==> src/rtl/frame_ram_arbiter.sv <==
// frame_ram_arbiter: shares the single-port frame RAM between VGA scan-out and the Sobel filter.
// Define FB_STALL_CNT_EN to add f_stall_cnt, a saturating count of filter-blocked cycles.
module frame_ram_arbiter #(
    parameter int IM_WIDTH  = 320,
    parameter int IM_LENGTH = 280,
    parameter int X_BEGIN   = 1,
    parameter int Y_BEGIN   = 1,
    parameter int ADDR_W    = 17,
    parameter int DATA_W    = 16
) (
    input  logic              clk,
    input  logic              rst_n,
    input  logic              pix_tick,
    input  logic              videoon,
    input  logic [10:0]       pixel_x,
    input  logic [10:0]       pixel_y,
    output logic [DATA_W-1:0] disp_dout,
    input  logic              f_req,
    input  logic              f_we,
    input  logic [ADDR_W-1:0] f_addr,
    input  logic [DATA_W-1:0] f_wdata,
    output logic              f_gnt,
    output logic              f_rvalid,
    output logic [DATA_W-1:0] f_rdata,
    output logic              ram_en,
    output logic              ram_we,
    output logic [ADDR_W-1:0] ram_addr,
    output logic [DATA_W-1:0] ram_wdata,
    input  logic [DATA_W-1:0] ram_rdata
`ifdef FB_STALL_CNT_EN
    ,
    output logic [15:0]       f_stall_cnt
`endif
);
    typedef enum logic [2:0] {NONE, DISP, DISP_ZERO, FILT, FILT_ZERO} tag_t;

    localparam int IM_SIZE = IM_WIDTH * IM_LENGTH;

    tag_t              tag_n, tag1, tag2;
    logic              en_n, we_n, in_win, f_in_range;
    logic [ADDR_W-1:0] addr_n, disp_addr;
    logic [DATA_W-1:0] wdata_n;

    assign in_win = videoon
        && 32'(pixel_x) >= X_BEGIN && 32'(pixel_x) < X_BEGIN + IM_WIDTH
        && 32'(pixel_y) >= Y_BEGIN && 32'(pixel_y) < Y_BEGIN + IM_LENGTH;
    assign disp_addr = ADDR_W'(pixel_x) - ADDR_W'(X_BEGIN)
        + (ADDR_W'(pixel_y) - ADDR_W'(Y_BEGIN)) * ADDR_W'(IM_WIDTH);
    assign f_in_range = 32'(f_addr) < IM_SIZE;
    // A tick owns the slot even outside the window, so the filter never races the display
    assign f_gnt = rst_n && f_req && !pix_tick;

    always_comb begin
        en_n    = 1'b0;
        we_n    = 1'b0;
        addr_n  = '0;
        wdata_n = '0;
        tag_n   = NONE;
        if (pix_tick) begin
            en_n   = in_win;
            addr_n = in_win ? disp_addr : '0;
            tag_n  = in_win ? DISP : DISP_ZERO;
        end else if (f_req) begin
            en_n    = f_in_range;
            we_n    = f_we && f_in_range;
            addr_n  = f_addr;
            wdata_n = f_wdata;
            tag_n   = f_we ? NONE : (f_in_range ? FILT : FILT_ZERO);
        end
    end

    always_ff @(posedge clk or negedge rst_n) begin
        if (!rst_n) begin
            ram_en    <= 1'b0;
            ram_we    <= 1'b0;
            ram_addr  <= '0;
            ram_wdata <= '0;
            tag1      <= NONE;
            tag2      <= NONE;
            disp_dout <= '0;
            f_rvalid  <= 1'b0;
            f_rdata   <= '0;
        end else begin
            ram_en    <= en_n;
            ram_we    <= we_n;
            ram_addr  <= addr_n;
            ram_wdata <= wdata_n;
            tag1      <= tag_n;
            tag2      <= tag1;
            disp_dout <= tag2 == DISP ? ram_rdata : (tag2 == DISP_ZERO ? '0 : disp_dout);
            f_rvalid  <= tag2 == FILT || tag2 == FILT_ZERO;
            f_rdata   <= tag2 == FILT ? ram_rdata : (tag2 == FILT_ZERO ? '0 : f_rdata);
        end
    end

`ifdef FB_STALL_CNT_EN
    always_ff @(posedge clk or negedge rst_n) begin
        if (!rst_n)
            f_stall_cnt <= '0;
        else if (f_req && !f_gnt && f_stall_cnt != 16'hFFFF)
            f_stall_cnt <= f_stall_cnt + 16'd1;
    end
`endif
endmodule
==> config.mk <==
export PLATFORM = sky130hd
export DESIGN_NAME = frame_ram_arbiter
export DESIGN_NICKNAME = d
export VERILOG_FILES = /design/src/rtl/frame_ram_arbiter.sv
export SDC_FILE = /design/constraint.sdc
export NUM_CORES = 1
export LEC_CHECK = 0
export CORE_MARGIN = 5
export CORE_UTILIZATION = 48
export CTS_CLUSTER_DIAMETER = 40
export DETAILED_ROUTE_END_ITERATION = 8
export PLACE_DENSITY = 0.94
export RECOVER_POWER = 100
export SETUP_SLACK_MARGIN = 0.5
export SYNTH_ARGS = -nofsm -noshare
export SYNTH_HDL_FRONTEND = slang
export SYNTH_SLANG_ARGS = --single-unit
==> constraint.sdc <==
create_clock -name clk -period 4.85 [get_ports clk]
set_input_delay 1.2125 -clock clk [delete_from_list [all_inputs] [get_ports clk]]
set_output_delay 1.2125 -clock clk [all_outputs]
set_load 0.01 [all_outputs]
==> summary.txt <==
Run status
  • Status: finished, violations left
  • Failing checks: max-capacitance violations, max-slew violations

Setup path
  • Critical path launch point: pixel_x[4]
  • Critical Path End: ram_addr[13]$_DFF_PN0_
  • RR Endpoint: f_rdata[2]$_DFFE_PN0P_
  • Crit path required time: 5.06 ns
  • Crit start category: primary input
  • Worst R2R Start: tag2[0]$_DFF_PN0_
  • Flop2flop setup slack: 1.46 ns
  • Crit path DAT: 4.69 ns
  • Critical path's largest stage delay: 0.58 ns
  • Critical path class: in2reg
  • Slowest cell on crit path: dlygate4sd3_1
  • Crit-path cells: dlygate4sd3_1 > or3_1 > or4_1 > nor2_2 > xor2_2 > ha_1 > a21o_1 > a21o_1 > a21oi_2 > o22ai_1 > or3_1 > a32o_1
  • Crit path capture type: flop
  • CP Max Fanout: 5
  • Reg2reg path depth: 5

Clock tree
  • Clk Latency, worst-skew pair: 0.33 ns
  • Hold_buf cts: 0
  • CTS H-Tree Depth: 3
  • TritonCTS clock tree: done
  • Num CTS Buffers: 9
  • CTS Buffer Depth: 2
  • Clock Root Buffer: clkbuf_8
  • Clock slew at reported path FFs: 0.07 ns
  • Clock sinks: 74

STA
  • Hold Fails Final Rpt: 0
  • Min Tclk post-route: 4.48 ns
  • RSZ-0062 raised after global routing: yes
  • Achievable frequency: 0.223 GHz
  • # setup viols final: 0
  • Max Clock Skew: 0.00601 ns
  • Pins Over Slew Limit: 75
  • Slew @ Worst Pin: 1.75 ns
  • Crit share post-route: 92.4%
  • Slew Limit Headroom: -17.0%
  • Setup slack after layout: 0.369 ns

Place
  • Pre-CTS setup slack: -0.223 ns
  • Dpl hpwl: 8.66 mm
  • Placed Instances: 641
  • Buffers on Ports: 145
  • RD Place Congestion: 0.937
  • Area after DPL: 0.00562 sq mm

Synthesis
  • Post-synth net total: 498
  • Most common cell in the synthesized netlist: dfrtp_1
  • Synth top area share: 46.6%
  • Syn_area_per_cell: 10.1 sq um
  • Synth Flop Type: dfrtp_1
  • XOR/XNOR Fraction of Synth Area: 6.95%
  • Simple-gate share of the synthesized area: 16.3%
  • Post-synth EDFFs: 0
  • Yosys top cell by area: dfrtp_1
  • #FFs+latches synth: 74
  • Main combinational cell family by area after synthesis: compound AO/OA/AOI/OAI gates
  • Mapped Area: 0.00398 sq mm
  • Ys Warns: 0
  • Mapped Cells: 392
  • Async set-reset flop share out of synthesis: 100%
  • Most frequent cells after synthesis: 74 x dfrtp_1, 44 x nand2_1, 29 x a21oi_1, 29 x o21ai_0, 27 x ha_1
  • Yosys cell types: 43
  • Area contributors post-synth: dfrtp_1 47%, ha_1 8.5%, a22o_1 4.8%, nand2_1 4.2%, a21oi_1 3.7%
  • Compound-cell area share of the yosys netlist: 17.6%
  • Mux cell area share after synthesis: 0%
  • Post-synthesis sequential area ratio: 46.6%
  • Area share of fa/ha/maj cells after synthesis: 9.50%

Floorplan
  • Die Area: 0.0102 sq mm
  • Die width: 101 microns
  • Die Ht: 101 microns
  • Row count: 33
  • Core Area: 0.00813 sq mm
  • IO Count: 146
  • Initial cell density of the core: 48.9%

Routing
  • Met1 WL: 4.21 mm
  • First-iteration detailed-routing DRC count: 113
  • Wirelength per Cell: 17.3 microns
  • DR WL met3: 743 microns
  • Final Routed Wirelength: 11.4 mm
  • Via count: 3621
  • Drt pass-1 iters: 4
  • Antenna viol nets, final: 0
  • DR DRC count: 0
  • DR vias/cell: 5.49
  • Wire length on met2: 6.14 mm
  • DR top layer: met4

GRT
  • Vias in the first global route: 3767
  • Remaining global-route overflow: 0
  • Largest net degree at the start of global routing: 75
  • GRT Util Overall: 21.9%
  • First-pass GRT wire length: 17.7 mm
  • Initial antenna violation count: 0

Power
  • Int Pwr: 1280 uW
  • Clock power share: 30.9%
  • Tot Pwr: 1780 uW
  • PD cells: 296 mW/mm^2
  • Sw Share: 27.8%
  • Peak supply drop: 202 uV
  • Sw power: 493 uW
  • Combinational fraction of design power: 30.1%
  • LEAKAGE: 0.00290 uW
  • Flop pwr share: 39.1%

Run
  • MaxCap Viol Count: 1

Finish
  • P&R area growth vs syn: 51.1%
  • Post-route cell area: 0.00601 sq mm
  • # nets final: 656
  • Share of layout cells above drive strength 1: 12.6%
  • Finished Layout Cells: 660
  • Ant. Diodes: 0

Min path
  • Number of cells on the worst hold path: 0
  • Min-delay worst type: reg2reg
==> what timing repair did <==
item / 4_1_cts / 5_1_grt
gates resized for setup: 15 / 26
setup buffers: 1 / 2
pin swaps: 14 / 16
cloned: 0 / 0
endpoints found under the setup margin: 4 / 4
==> worst min path at each step <==
stage	start	to	slack, ns
detailed placement	tag1[2]$_DFF_PN0_	tag2[2]$_DFF_PN0_	0.34
finish	tag1[0]$_DFF_PN0_	tag2[0]$_DFF_PN0_	0.36
CTS	tag1[0]$_DFF_PN0_	tag2[0]$_DFF_PN0_	0.36
floorplan	tag1[0]$_DFF_PN0_	tag2[0]$_DFF_PN0_	0.33
global route	tag1[2]$_DFF_PN0_	tag2[2]$_DFF_PN0_	0.37
global placement	tag1[0]$_DFF_PN0_	tag2[0]$_DFF_PN0_	0.33
==> flip-flops by register name, summed over array words and instances (netlist names), 3 cells and up <==
name       count
f_rdata       16
tag2           3
ram_wdata     16
tag1           3
ram_addr      17
disp_dout     16
==> cell usage in the layout, fill, tap and decap left out, drive strengths merged, types with 3 or more instances in the layout <==
master / count
inv: 16
and2: 18
a21oi: 29
clkdlybuf4s50: 68
nor2: 15
clkbuf: 20
nor2b: 18
a21o: 7
a22o: 22
ha: 27
buf: 14
xnor2: 15
xor2: 14
nor3: 9
o21ai: 37
nor4: 3
dlygate4sd3: 71
o21bai: 3
dfrtp: 74
nor3b: 3
nand2: 44
==> through the flow <==
stage / TNS (ns) / hold slack, ns / utilization (%)
floorplan: 0 / 0.331 / -
global placement: -0.0533 / 0.331 / 69.1
detailed placement: -0.374 / 0.339 / 69.1
CTS: 0 / 0.356 / 72.7
global route: 0 / 0.373 / 73.9
finish: 0 / 0.357 / 73.9
==> cells by family after synthesis <==
family	after synthesis
compound gates	106
simple gates	122
buf+inv	31
xor+xnor	30
flops	74
fa+ha+maj	29
==> final cells by class <==
class / count / area (sq um)
clock buffer: 13 / 169
clock inverter: 3 / 68.8
fill: 560 / 2130
inverter: 15 / 56.3
multi-input combinational: 287 / 2160
sequential: 74 / 1850
tap: 105 / 131
timing repair buffer: 163 / 1570
==> critical path, delay by kind of cell <==
| family | cells | cell delay, ns |
|---|---|---|
| simple gates | 4 | 1.47 |
| fa+ha+maj | 1 | 0.26 |
| buf+inv | 1 | 0.58 |
| xor+xnor | 1 | 0.20 |
| compound gates | 5 | 0.96 |
==> layer usage <==
| metal | GRT usage (%) | up-vias |
|---|---|---|
| met1 | 24.3 | 1762 |
| met4 | 8.69 | 0 |
| met2 | 40.6 | 144 |
| met5 | 0 | - |
| met3 | 4.43 | 32 |
| li1 | - | 1683 |
==> power by group through the flow <==
stage	Sequential, uW	Clock [uW]	Combinational, uW
2_1_floorplan	723	0	242
6_report	694	549	534
4_1_cts	697	558	528
5_1_grt	700	586	582
3_3_place_gp	704	0	498
3_5_place_dp	707	0	515
Note: power is estimated with default switching activity, not from simulation.
==> patch 1: new RTL, same settings <==
Change the parameter `ADDR_W` from 17 to 21.
--- a/src/rtl/frame_ram_arbiter.sv
+++ b/src/rtl/frame_ram_arbiter.sv
@@ -5,7 +5,7 @@
     parameter int IM_LENGTH = 280,
     parameter int X_BEGIN   = 1,
     parameter int Y_BEGIN   = 1,
-    parameter int ADDR_W    = 17,
+    parameter int ADDR_W    = 21,
     parameter int DATA_W    = 16
 ) (
     input  logic              clk,
Interface: changed (resized f_addr and ram_addr); port bits go from 146 to 154. No check against the original RTL was run, so the function may have changed too.
==> patch 1 against the unedited design <==
Sequential cell count rose by 4. Total power up 4.3%. Highest routed layer unchanged. Design area increased by 24%. Maximum frequency decreased by 10%. Non-clock buffer count increased by 81. Cell count up 31%. Setup slack got worse by 0.50 ns. The run ends with max-capacitance violations, max-slew violations, negative setup slack left. Register-to-register slack better by 0.06 ns. Synthesized cell count rose by 26%. Sequential share of layout area decreased by 4.6 points. Synthesized area up 18%. Die area grew 16%. Wire length rose by 31%.
==> patch 1: results (changes against the unedited design) <==
- RePlAce Congestion: 0.928 (-0.99%)
- Hold Path End: tag2[2]
- Met1 Wirelength: 5.53 mm (+31%)
- Max-cap violation count: 2 (+1)
- GR Util All Layers: 24.5% (+2.6 points)
- Met2 Track Usage GR: 46.1% (+5.5 points)
- Int Pwr: 1.30 mW (+1.5%)
- Worst EP arrival: 5.24 ns (+0.55 ns)
- Grt met3 use: 4.62% (+0.19 points)
- IO Port Bufs: 153 (+5.5%)
- Critical path's slowest cell: a2111o_1
- Origin of the worst min-delay path: tag1[2]
- Worst setup startpoint: pixel_y[1]
- Pre-CTS setup slack: -1.12 ns (-0.894 ns)
- Crit Path Max Fanout: 3 (-2)
- Net Count, Synth: 610 (+22%)
- Outcome: complete, but fails checks
- Pleak: 3.60 nW (+24%)
- Post-synth top cells: dfrtp_1, nand2_1, a21oi_1
- Setup TNS: -0.232 ns (-0.232 ns)
- CP max stage delay: 0.42 ns (-0.16 ns)
- Global Route met1 Usage: 27.3% (+3.0 points)
- Sequential element share of the synthesized area: 41.6% (-4.9 points)
- Placed cells: 831 (+30%)
- Via count: 4704 (+30%)
- Flip-flop count of the largest register after layout: 21 (+4)
- Iter 0 DRT Violations: 262 (+130%)
- CTS resizes: 38 (+23)
- Met3 WL post-DR: 985 µm (+33%)
- Worst r2r dst: f_rdata[12]
- Drt first pass iters: 5 (+1)
- Cell Count, Final, Fillers Out: 864 (+31%)
- Max IR drop VDD: 0.157 mV (-23%)
- Failing checks: max-capacitance violations, max-slew violations, negative setup slack
- Pin count of the biggest net entering global routing: 79 (+5.3%)
- Final setup margin: -0.135 ns (-0.504 ns)
- Top delay family on crit path: compound AO/OA/AOI/OAI gates
- Final net count: 844 (+29%)
- TritonCTS Buffers: 9 (unchanged)
- Worst reg2reg path depth: 6 (+1)
- WHS: 0.355 ns (-0.00121 ns)
- Synth top area cells: dfrtp_1, ha_1, nand2_1
- Post-synth cell types: 53 (+23%)
- Setup crit end: ram_addr[20]
- Vias in the first global route: 4851 (+29%)
- Worst skew pair latency: 0.35 ns (+0.02 ns)
- Final clock skew: 0.0172 ns (+0.0112 ns)
- Post-CTS Setup Repair Bufs: 8 (+7)
- Final setup fails: 3 (+3)
- Post-detail-place hpwl: 11.1 mm (+29%)
- R2r setup slk: 1.52 ns (+0.06 ns)
- Worst slew pin tran: 1.87 ns (+0.117 ns)
- Fraction of layout cells with a size suffix above 1: 22.8% (+10 points)
- Fin. max-slew vios: 120 (+60%)
## patch 1: cells by family (layout without fill, tap and decap cells)
group | after synthesis | count (layout) | synth area share (%)
compound gates | 133 | 133 | 18.5
xor+xnor | 38 | 38 | 7.10
fa+ha+maj | 37 | 37 | 10.2
buf+inv | 38 | 277 | 4.00
flops | 78 | 78 | 41.6
mux | 2 | 2 | 0.454
simple gates | 166 | 166 | 18.1
## patch 1: power by group through the flow
| stage | Sequential, mW | Combinational (mW) | Clock, mW |
|---|---|---|---|
| after floorplan | 0.702 | 0.290 | 0 |
| after global placement | 0.694 | 0.562 | 0 |
| after detailed placement | 0.695 | 0.584 | 0 |
| after CTS | 0.683 | 0.608 | 0.527 |
| after global routing | 0.685 | 0.705 | 0.557 |
| final | 0.682 | 0.653 | 0.518 |
## patch 1: layout make-up
type                       instances  area (µm²)
timing repair buffer             244        2200
sequential                        78        1950
tap                              133         166
clock buffer                       9         124
inverter                          17        96.3
clock inverter                     7        88.8
multi-input combinational        376        2820
fill                             634        2190
==> patch 2: new RTL, same settings <==
Made on the original files. `ram_addr`, `ram_wdata`, `disp_dout` and `f_rdata` no longer have a reset.
--- a/src/rtl/frame_ram_arbiter.sv
+++ b/src/rtl/frame_ram_arbiter.sv
@@ -73,24 +73,23 @@
         if (!rst_n) begin
             ram_en    <= 1'b0;
             ram_we    <= 1'b0;
-            ram_addr  <= '0;
-            ram_wdata <= '0;
             tag1      <= NONE;
             tag2      <= NONE;
-            disp_dout <= '0;
             f_rvalid  <= 1'b0;
-            f_rdata   <= '0;
         end else begin
             ram_en    <= en_n;
             ram_we    <= we_n;
-            ram_addr  <= addr_n;
-            ram_wdata <= wdata_n;
             tag1      <= tag_n;
             tag2      <= tag1;
-            disp_dout <= tag2 == DISP ? ram_rdata : (tag2 == DISP_ZERO ? '0 : disp_dout);
             f_rvalid  <= tag2 == FILT || tag2 == FILT_ZERO;
-            f_rdata   <= tag2 == FILT ? ram_rdata : (tag2 == FILT_ZERO ? '0 : f_rdata);
         end
+    end
+
+    always_ff @(posedge clk) begin
+        ram_addr  <= addr_n;
+        ram_wdata <= wdata_n;
+        disp_dout <= tag2 == DISP ? ram_rdata : (tag2 == DISP_ZERO ? '0 : disp_dout);
+        f_rdata   <= tag2 == FILT ? ram_rdata : (tag2 == FILT_ZERO ? '0 : f_rdata);
     end
 
 `ifdef FB_STALL_CNT_EN
Check against the original RTL: not equivalent (a bounded check fails within 4 cycles, from zero or initial values and one cycle with rst_n low).
==> patch 2 against the unedited design <==
Sequential share of layout area rose by 1.5 points. Wire length fell by 10%. Setup slack improved by 0.13 ns. Sequential cell count did not move. Design area fell by 4.9%. Synthesized area fell by 7.4%. Total power fell by 11%. Combinational power fell by 11%.
==> patch 2: results (changes against the unedited design) <==
- Worst skew pair latency: 0.33 ns (about the same)
- Synth top area cells: edfxtp_1, dfxtp_1, ha_1
- Worst EP arrival: 4.57 ns (-0.12 ns)
- Crit Path Max Fanout: 6 (+1)
- Syn Inst Count: 326 (-17%)
- Post-synth EDFFs: 32 (+32)
- Critical path's slowest cell: dlygate4sd3_1
- Reg with most FFs: ram_addr
- First-pass GRT wire length: 15.9 mm (-9.9%)
- Placed cells: 580 (-9.5%)
- Drt first pass iters: 4 (unchanged)
- Final clock skew: 0.0106 ns (+0.00461 ns)
- Clock-pin slew on the worst setup and hold paths: 0.07 ns (about the same)
- Hold crit path type: reg -> reg
- Max IR drop VDD: 0.139 mV (-31%)
- Post-synth cell types: 41 (-4.7%)
- Outcome: complete, no violations
- Pre-CTS setup slack: -0.162 ns (+0.0607 ns)
- Pin count of the biggest net entering global routing: 36 (-52%)
- Top delay family on crit path: simple AND/OR/NAND/NOR gates
- Iter 0 DRT Violations: 157 (+39%)
- Post-synthesis async set-or-reset flop share: 12.2% (-88 points)
- Net Count, Synth: 432 (-13%)
- Sequential element share of the synthesized area: 50.2% (+3.6 points)
- Fraction of layout cells with a size suffix above 1: 15.1% (+2.5 points)
- Number of vias per cell: 5.15 (-6.2%)
- Post-synth top cells: and2_1, dfxtp_1, edfxtp_1
- Post-detail-place hpwl: 7.92 mm (-8.5%)
- Pleak: 2.38 nW (-18%)
- Drt wl/cell: 17.0 µm (-1.8%)
- Vias in the first global route: 3298 (-12%)
- Final net count: 603 (-8.1%)
- Number of fill cells in the layout: 501 (-11%)
- Top_reg_cell synth: dfxtp_1
- Worst slew pin tran: 1.40 ns (-0.359 ns)
- RePlAce Congestion: 0.825 (-12%)
- Routed wire length: 10.3 mm (-10%)
- GR Util All Layers: 21.1% (-0.78 points)
- IO Port Bufs: 145 (unchanged)
-- patch 2: changes by cell type after synthesis, sizes merged, moves of 3 or more --
cell | unedited run | this run
dfrtp | 74 | 9
edfxtp | 0 | 32
dfxtp | 0 | 33
clkbuf | 14 | 6
nand2 | 44 | 17
nor2b | 18 | 2
a22o | 22 | 15
o21ai | 37 | 9
a21oi | 29 | 12
and2 | 18 | 49
nor2 | 15 | 18
-- patch 2: area by class of cell --
class | count | area share, %
multi-input combinational | 231 | 33.3
clock inverter | 3 | 0.285
sequential | 74 | 32.3
clock buffer | 13 | 2.61
tap | 102 | 2.23
inverter | 13 | 0.854
timing repair buffer | 168 | 28.4
-- patch 2: per-stage QoR --
step | hold WS (ns) | area, µm² | util [%]
2_1_floorplan | 0.331 | 3680 | -
3_3_place_gp | 0.331 | 5340 | 70.1
3_5_place_dp | 0.338 | 5340 | 70.1
4_1_cts | 0.349 | 5600 | 73.6
5_1_grt | 0.347 | 5710 | 75.1
6_report | 0.347 | 5710 | 75.1
-- patch 2: metal layers --
metal	GRT usage [%]	share of wire (%)	vias up
li1	-	-	1489
met1	21.8	37	1465
met2	39.5	54	131
met3	5.67	6.4	24
met4	9.27	2.9	0
met5	0	0	-
-- patch 2: cell families after synthesis --
| family | synth area share, % |
|---|---|
| muxes | 0.272 |
| and+or+nand+nor | 17.7 |
| DFF | 50.2 |
| AOI/OAI and AO/OA | 11.2 |
| adders and majority gates | 10.3 |
| buffers and inverters | 2.38 |
| xor gates and xnor gates | 7.99 |
-- patch 2: what timing repair did --
item	CTS	global route
cloned	0	0
pin swaps	5	10
resized for setup	14	27
endpoints found under the setup margin	4	4
buffers inserted	5	3
-- patch 2: power by group --
part,leakage [nW],switching (mW),internal (mW)
sequential,0.659,0.00994,0.688
clock,0.0877,0.207,0.199
combinational,1.63,0.224,0.251
total,2.38,0.441,1.14
-- patch 2: final timing paths --
check	start	end	slack (ns)	cells after the start
min reg2reg	tag1[0]	tag2[0]	0.35	0
max	pixel_x[4]	ram_addr[16]	0.50	12
max reg2reg	tag2[1]	f_rdata[12]	2.75	3
min	tag1[0]	tag2[0]	0.35	0
max in group asynchronous	rst_n	ram_we	3.13	2
min in group asynchronous	rst_n	f_rvalid	1.36	2
